`src/rtl/pa_core_exu_div_pipe.sv`:
```
// pa_core_exu_div_pipe: iterative restoring divider (DIV/DIVU/REM/REMU), 1 or 2 quotient bits per cycle.
// Optional trivial-operand fast path compiled in with `define PA_DIV_FAST_PATH_EN.
module pa_core_exu_div_pipe #(
   parameter int DATA_WIDTH     = 32,
   parameter int REG_ADDR_WIDTH = 5,
   parameter int BITS_PER_CYCLE = 1
) (
   input  logic                      clk_i,
   input  logic                      rst_n_i,
   input  logic                      req_vld_i,
   output logic                      req_rdy_o,
   input  logic [DATA_WIDTH-1:0]     data1_i,
   input  logic [DATA_WIDTH-1:0]     data2_i,
   input  logic [1:0]                op_i,
   input  logic [REG_ADDR_WIDTH-1:0] reg_waddr_i,
   input  logic                      flush_i,
   output logic                      busy_o,
   output logic                      rsp_vld_o,
   input  logic                      rsp_rdy_i,
   output logic [DATA_WIDTH-1:0]     data_o,
   output logic [REG_ADDR_WIDTH-1:0] reg_waddr_o
);
   localparam int W  = DATA_WIDTH;
   localparam int N  = W / BITS_PER_CYCLE;
   localparam int CW = $clog2(N);
   localparam logic [W-1:0] MIN = {1'b1, {(W-1){1'b0}}};

   typedef enum logic [1:0] {IDLE, CALC, DONE} state_t;

   state_t                    r_state;
   logic [2*W:0]              r_pr;
   logic [W-1:0]              r_dsr;
   logic [CW-1:0]             r_cnt;
   logic                      r_q_neg;
   logic                      r_r_neg;
   logic                      r_ovf;
   logic [1:0]                r_op;
   logic [REG_ADDR_WIDTH-1:0] r_waddr;
   logic [W-1:0]              r_data;

   logic          w_signed;
   logic          w_s1;
   logic          w_s2;
   logic [W-1:0]  w_abs1;
   logic [W-1:0]  w_abs2;
   logic          w_ovf;
   logic          w_fast;
   logic [W-1:0]  w_fast_res;
   logic [2*W:0]  w_pr;
   logic [W+1:0]  w_diff;
   logic [W-1:0]  w_sel;
   logic          w_neg;
   logic [W-1:0]  w_fix;
   logic [W-1:0]  w_res;

   assign w_signed = ~op_i[0];
   assign w_s1     = w_signed & data1_i[W-1];
   assign w_s2     = w_signed & data2_i[W-1];
   assign w_abs1   = w_s1 ? -data1_i : data1_i;
   assign w_abs2   = w_s2 ? -data2_i : data2_i;
   assign w_ovf    = w_signed & (data1_i == MIN) & (&data2_i);

`ifdef PA_DIV_FAST_PATH_EN
   logic w_div0;
   assign w_div0     = data2_i == '0;
   assign w_fast     = w_div0 | w_ovf | (w_abs2 > w_abs1);
   assign w_fast_res = w_div0 ? (op_i[1] ? data1_i : '1) :
                       w_ovf  ? (op_i[1] ? '0 : MIN) :
                                (op_i[1] ? data1_i : '0);
`else
   assign w_fast     = 1'b0;
   assign w_fast_res = '0;
`endif

   // BITS_PER_CYCLE restoring shift/trial-subtract steps on the partial remainder
   always_comb begin
      w_pr   = r_pr;
      w_diff = '0;
      for (int k = 0; k < BITS_PER_CYCLE; k++) begin
         w_pr   = w_pr << 1;
         w_diff = {1'b0, w_pr[2*W:W]} - {2'b00, r_dsr};
         if (!w_diff[W+1]) w_pr = {w_diff[W:0], w_pr[W-1:1], 1'b1};
      end
   end

   // divide-by-zero remainder (= raw dividend) falls out of the iteration plus sign fixup;
   // only its quotient and the signed-overflow case need the override
   assign w_sel = r_op[1] ? w_pr[2*W-1:W] : w_pr[W-1:0];
   assign w_neg = r_op[1] ? r_r_neg : r_q_neg;
   assign w_fix = w_neg ? -w_sel : w_sel;
   assign w_res = (r_dsr == '0 && !r_op[1]) ? '1 :
                  r_ovf ? (r_op[1] ? '0 : MIN) : w_fix;

   assign req_rdy_o   = (r_state == IDLE) & ~flush_i;
   assign busy_o      = r_state != IDLE;
   assign rsp_vld_o   = r_state == DONE;
   assign data_o      = r_data;
   assign reg_waddr_o = rsp_vld_o ? r_waddr : '0;

   // control FSM with operand latch, iteration and result register; flush beats accept and consume
   always_ff @(posedge clk_i or negedge rst_n_i) begin
      if (!rst_n_i) begin
         r_state <= IDLE;
         r_pr    <= '0;
         r_dsr   <= '0;
         r_cnt   <= '0;
         r_q_neg <= 1'b0;
         r_r_neg <= 1'b0;
         r_ovf   <= 1'b0;
         r_op    <= '0;
         r_waddr <= '0;
         r_data  <= '0;
      end else if (flush_i) begin
         r_state <= IDLE;
         r_data  <= '0;
      end else begin
         case (r_state)
            IDLE: if (req_vld_i) begin
               r_pr    <= {{(W+1){1'b0}}, w_abs1};
               r_dsr   <= w_abs2;
               r_cnt   <= '0;
               r_q_neg <= w_s1 ^ w_s2;
               r_r_neg <= w_s1;
               r_ovf   <= w_ovf;
               r_op    <= op_i;
               r_waddr <= reg_waddr_i;
               r_state <= w_fast ? DONE : CALC;
               if (w_fast) r_data <= w_fast_res;
            end
            CALC: begin
               r_pr  <= w_pr;
               r_cnt <= r_cnt + 1'b1;
               if (r_cnt == CW'(N-1)) begin
                  r_state <= DONE;
                  r_data  <= w_res;
               end
            end
            DONE: if (rsp_rdy_i) r_state <= IDLE;
            default: r_state <= IDLE;
         endcase
      end
   end
endmodule

```
`config.mk`:
```
export PLATFORM = sky130hd
export DESIGN_NAME = pa_core_exu_div_pipe
export DESIGN_NICKNAME = d
export VERILOG_FILES = /design/src/rtl/pa_core_exu_div_pipe.sv
export SDC_FILE = /design/constraint.sdc
export NUM_CORES = 1
export LEC_CHECK = 0
export CORE_AREA = 2 2 202 204
export DETAILED_ROUTE_END_ITERATION = 8
export DIE_AREA = 0 0 204 206
export DONT_BUFFER_PORTS = 1
export PLACE_DENSITY = 0.44
export SYNTH_ARGS = -nofsm -noshare
export SYNTH_HDL_FRONTEND = slang
export SYNTH_SLANG_ARGS = --single-unit
export TNS_END_PERCENT = 5
```
`constraint.sdc`:
```
create_clock -name clk_i -period 4.58 [get_ports clk_i]
set_input_delay 0.229 -clock clk_i [delete_from_list [all_inputs] [get_ports clk_i]]
set_output_delay 0.229 -clock clk_i [all_outputs]
set_load 0.02 [all_outputs]
```
==> Word-level counts from Yosys, hierarchy flattened <==
Index checks and enable logic that the tools add are counted.
{ "classes": {"n_addsub": 5, "eq_ne": 8, "n_mux": 22, "bitwise_logic": 8, "reduce_logical": 13} }
{ "ops": {"columns": ["op", "count"], "rows": [
  ["$mux 32", 10],
  ["$mux 64", 2],
  ["$pmux 64 s2", 1],
  ["$neg 32->32", 3],
  ["$sub 33x32->34", 1],
  ["$eq 32x32->1 const B", 1],
  ["$logic_not 32->1", 1],
  ["$reduce_and 32->1", 1],
  ["$mux 5", 2],
  ["$pmux 5 s2", 1],
  ["$reduce_and 3->1", 3],
  ["$mux 2", 4],
  ["$reduce_bool 2->1", 4],
  ["$ne 3x3->1 const B", 2],
  ["$pmux 2 s3", 1],
  ["$add 5x1->5 const B", 1],
  ["$and 1x1->1", 5],
  ["$eq 5x5->1 const B", 1],
  ["$ne 3x2->1 const B", 1],
  ["$eq 2x1->1 const B", 1],
  ["$eq 2x2->1 const B", 1],
  ["$logic_not 2->1", 1],
  ["$ne 2x2->1 const B", 1],
  ["$not 1->1", 2],
  ["other kinds (5)", 5]
]} }
{ "totals": {"regBits": 145, "in_bits": 76, "out_inout_bits": 40, "elab_cells": 66} }

==> Longest topological paths before layout <==
{ "logic_depth": {"ltp_word": 10, "mapped_depth": 21, "mapped_depth_nobuf": 17} }

==> Worst setup path before layout <==
OpenSTA, ideal clock, no wires.
{ "synth_timing": {"path_kind": "register -> register", "start": "register r_pr[37]", "end": "register r_data[20], in the netlist data_o[20]", "setup_time_ps": 129, "t_arrival_ps": 4249, "setup_slack_ps": 202, "path_stages_with_launch": 21, "period_less_slack_ps": 4378, "path_cell_list": "dfrtp_1 -> ha_1 -> buf_6 -> a21oi_4 -> o21ai_2 -> a211o_1 -> o211a_1 -> nor2_1 -> buf_2 -> buf_2 -> buf_1 -> a21oi_1 -> a31oi_1 -> ha_1 -> o21ai_0 -> a311o_1 -> nor3_2 -> nand4_4 -> o41ai_1 -> xor2_1 -> o21ai_1"} }
{ "synth_between": {"elab_chain_len": 10} }
{ "synth_lines": {"columns": ["element", "line", "rtl"], "rows": [
  ["start: declaration", "31", "logic [2*W:0] r_pr;"],
  ["start signal: assignment", "119", "r_pr <= {{(W+1){1'b0}}, w_abs1};"],
  ["start signal: assignment", "131", "r_pr <= w_pr;"],
  ["$sub 33x32->34", "81", "w_diff = {1'b0, w_pr[2*W:W]} - {2'b00, r_dsr};"],
  ["$mux 64 *", "82", "if (!w_diff[W+1]) w_pr = {w_diff[W:0], w_pr[W-1:1], 1'b1};"],
  ["$mux 32 *", "88", "assign w_sel = r_op[1] ? w_pr[2*W-1:W] : w_pr[W-1:0];"],
  ["$neg 32->32", "90", "assign w_fix = w_neg ? -w_sel : w_sel;"],
  ["$mux 32 *", "90", null],
  ["$mux 32 *", "92", "r_ovf ? (r_op[1] ? '0 : MIN) : w_fix;"],
  ["$mux 32 *", "91", "assign w_res = (r_dsr == '0 && !r_op[1]) ? '1 :"],
  ["$mux 32 *", "133", "if (r_cnt == CW'(N-1)) begin"],
  ["$mux 32 *", "117", "case (r_state)"],
  ["$mux 32 *", "113", "end else if (flush_i) begin"],
  ["end signal: assignment", "128", "if (w_fast) r_data <= w_fast_res;"],
  ["end signal: assignment", "135", "r_data <= w_res;"],
  ["end: declaration", "39", "logic [W-1:0] r_data;"]
]} }
Every way passes the cells marked *; elsewhere a longest branch is shown, timed or not. The select of a mux whose other input is x is not followed.
A chain may end at the register's enable or synchronous reset.

==> Worst setup path in the final report <==
{ "layout_timing": {"start": "register r_dsr[20]", "end": "register r_data[25], in the netlist data_o[25]"} }
{ "layout_between": {"elab_chain_len": 10, "elab_cells_between_ends": 12} }
{ "layout_lines": {"columns": ["element", "line", "rtl"], "rows": [
  ["start: declaration", "32", "logic [W-1:0] r_dsr;"],
  ["start signal: assignment", "120", "r_dsr <= w_abs2;"],
  ["$sub 33x32->34", "81", null],
  ["$mux 64", "82", null],
  ["$mux 32", "88", null],
  ["$neg 32->32", "90", null],
  ["$mux 32", "90", null],
  ["$mux 32", "92", null],
  ["$mux 32 *", "91", null],
  ["$mux 32 *", "133", null],
  ["$mux 32 *", "117", null],
  ["$mux 32 *", "113", null]
]} }
Marked as above.

==> summary.md <==
| Metric | Value |
|---|---|
| Worst setup EP type | flop |
| CP arrival | about 4.6 ns |
| Final period util | a little over nine tenths |
| Ys flop type | dfrtp_1 |
| Peak supply drop | ~0.00028 V |
| Crit Path Class | flop to flop |
| H-tree depth | 4 |
| Final worst slack | 0.2561 ns |
| Actual slew at the worst max-slew pin | 1.142 ns |
| M2 GR Usage | about a third |
| First-pass detailed-route iteration total | 7 |
| Worst EP required | 4.87 ns |
| Max-cap violations | 0 |
| # IOs | 116 |
| Synth Cell Area | 0.01145 sq mm |
| Clock Pin Slew Worst Setup and Hold Paths | ~0.06 ns |
| Hold Path Class | primary input to flop |
| Num CTS Buffers | 17 |
| Core ar. | about 0.040 sq mm |
| Power Density | between 400 and 500 mW/mm^2 |
| GRT Max-Usage Layer | met2 |
| Total number of vias | between 10000 and 15000 |
| Clock Sinks | around 140 |
| Final setup violating endpoints | 0 |
| Commonest cells post-synth | nand2_1, o21ai_0, dfrtp_1 |
| Worst clock skew | roughly 0.016 ns |
| Drt wl/cell | 21.69 um |
| ANT nets after route | 0 |
| Routed WL | 42960 um |
| Pre-CTS WS | 0.1764 ns |
| Hold Vio Cnt, Final | 0 |
| Final std cells w/o fill | between 1500 and 2000 |
| Clock latency on the worst-skew pair | 0.45 ns |
| Layout cells sized above 1 | between 10% and 20% |
| Number of diodes | 0 |
| Vias in the first global route | around 11000 |
| DP Wirelength | roughly 33000 um |
| Ys async rst share | 100.0% |
| Grt ovf | 0 |
| Max Root-Sink Buffers | 2 |
| # rows | 74 |
| Post-Route Setup TNS | 0 ns |
| Total global-route track usage | 20.66% |
| Final nets | roughly 1600 |
| Seq/Total Area, Yosys | 31.48% |
| Count leader, synth | nand2_1 |
| First DRT Iteration DRCs | a little under 900 |
| DRC | 0 |
| FF+latch count, synth | approximately 140 |
| Post-route minimum period | roughly 4.3 ns |
| Top-area cell type share of the netlist area | 31.48% |
| Cells after Synth | about 1400 |
| Post-Route Utilization | ~32% |
| Fmax | 0.2313 GHz |
| Finished layout cell area | roughly 0.013 sq mm |
| Startpoint Class | flop |
| Worst slew margin | about a quarter |
| Slew Limit Fails | 0 |
| First-pass GRT wire length | 65530 um |
| LEAKAGE | 5.429 nW |
| Vias per cell | 5.446 |
| Root Buffer | clkbuf_16 |
| Synth area leaders | dfrtp_1, o21ai_0, a21oi_1 |
| Unrepaired setup endpoints after global routing | true |
| Die extent in x | just over 200 um |
| Tot Pwr | roughly 5.3 mW |
| Input/output buffers | 0 |
| CP max FO | 13 |
| Die Ht | 206 um |
| YS warnings | 0 |
| Post-synth EDFFs | 0 |
| RD Place Congestion | between 0.8 and 0.9 |
| Hold WS | approximately 0.020 ns |
| Placed instance area | roughly 0.012 sq mm |
| Die ar. | around 0.042 sq mm |
| Starting Density | approximately 28% |
| Area Overhead vs Synth | 13.95% |
| GR Util met1 | about 28% |
| Antenna violations before repair | 1 |
| Post-synthesis area per instance | roughly 8 sq um |
| DP Cell Count | between 1500 and 2000 |
| Status | completed |
| Largest net degree at the start of global routing | around 150 |
| Mapped Nets | between 1500 and 2000 |
| Area leader, netlist | dfrtp_1 |
| CTS tree | done |
| Cell variety after synth | 90 |
| Met3 global-route usage | under 10% |
| Fill cells | 4376 |
## power breakdown
part | internal, mW | switching, mW
Sequential | 1.43 | 0.197
Combinational | 0.785 | 1.36
Clock | 0.940 | 0.601
## path summary, 6_finish.rpt
kind	startpoint	to	slack, ns	cells after the start
worst max-delay path	r_dsr[20]	data_o[25]	0.26	15
worst min-delay path	data2_i[26]	r_dsr[26]	0.02	2
worst max register to register	r_dsr[20]	data_o[25]	0.26	15
worst min register to register	r_waddr[3]	r_waddr[3]	0.48	2
max in group asynchronous	rst_n_i	data_o[22]	3.36	2
min in group asynchronous	rst_n_i	r_pr[55]	0.32	2
## registers in the layout, indices dropped and copies added, names as in the netlist, 2 cells and up
name,cells
r_pr,64
data_o,32
r_dsr,32
r_cnt,5
r_waddr,5
r_state,2
## layer usage
layer,routed length (um),vias up
li1,-,5200
met1,19880,5237
met2,20000,303
met3,1893,48
met4,1194,0
met5,0,-
## area by class of cell
class	count	area (sq um)	area share, %
sequential	144	3605	27.64
tap	532	665.6	5.104
timing repair buffer	77	660.6	5.065
clock inverter	9	157.7	1.209
multi-input combinational	1147	7302	55.99
inverter	50	187.7	1.439
clock buffer	22	464.2	3.559
## kinds of logic after synthesis
logic type               after synthesis  synth area share [%]
AND/OR/NAND/NOR                      476                 20.31
adder cells (fa/ha/maj)               39                 4.329
AO/OA/AOI/OAI                        509                 28.85
buffers and inverters                134                 5.160
XOR/XNOR                             103                 7.881
multiplexers                          20                 1.989
flip-flops                           144                 31.48
## placed cells by master (no fill, tap or decap), drive strengths merged, types with 25 or more instances in the layout
cell type / synthesis / final
a21oi: 146 / 146
a31oi: 25 / 25
buf: 28 / 52
dfrtp: 144 / 144
dlygate4sd3: 0 / 25
ha: 38 / 38
inv: 50 / 51
nand2: 178 / 178
nor2: 116 / 116
nor3: 27 / 27
o21ai: 185 / 185
xnor2: 41 / 41
xor2: 62 / 62
## worst max-delay path, cell delays in order (launching register included)
cell,delay [ns]
dfrtp_1,0.43
inv_1,0.09
ha_2,0.45
nand2_1,0.09
o21ai_2,0.33
a211oi_2,0.18
o31a_1,0.37
nand2_4,0.09
buf_4,0.25
buf_4,0.27
mux2_2,0.41
mux2i_2,0.33
nand3_2,0.22
o41ai_2,0.42
xnor2_1,0.17
o21ai_1,0.07
## what timing repair did
| item | 4_1_cts | 5_1_grt |
|---|---|---|
| gates resized for setup | 0 | 4 |
| hold buffers | 26 | 0 |
| hold endpoints to repair | 166 | 0 |
| buffers inserted | 0 | 1 |
| setup endpoints to repair | 0 | 7 |
Power figures use the tool's default switching activity.
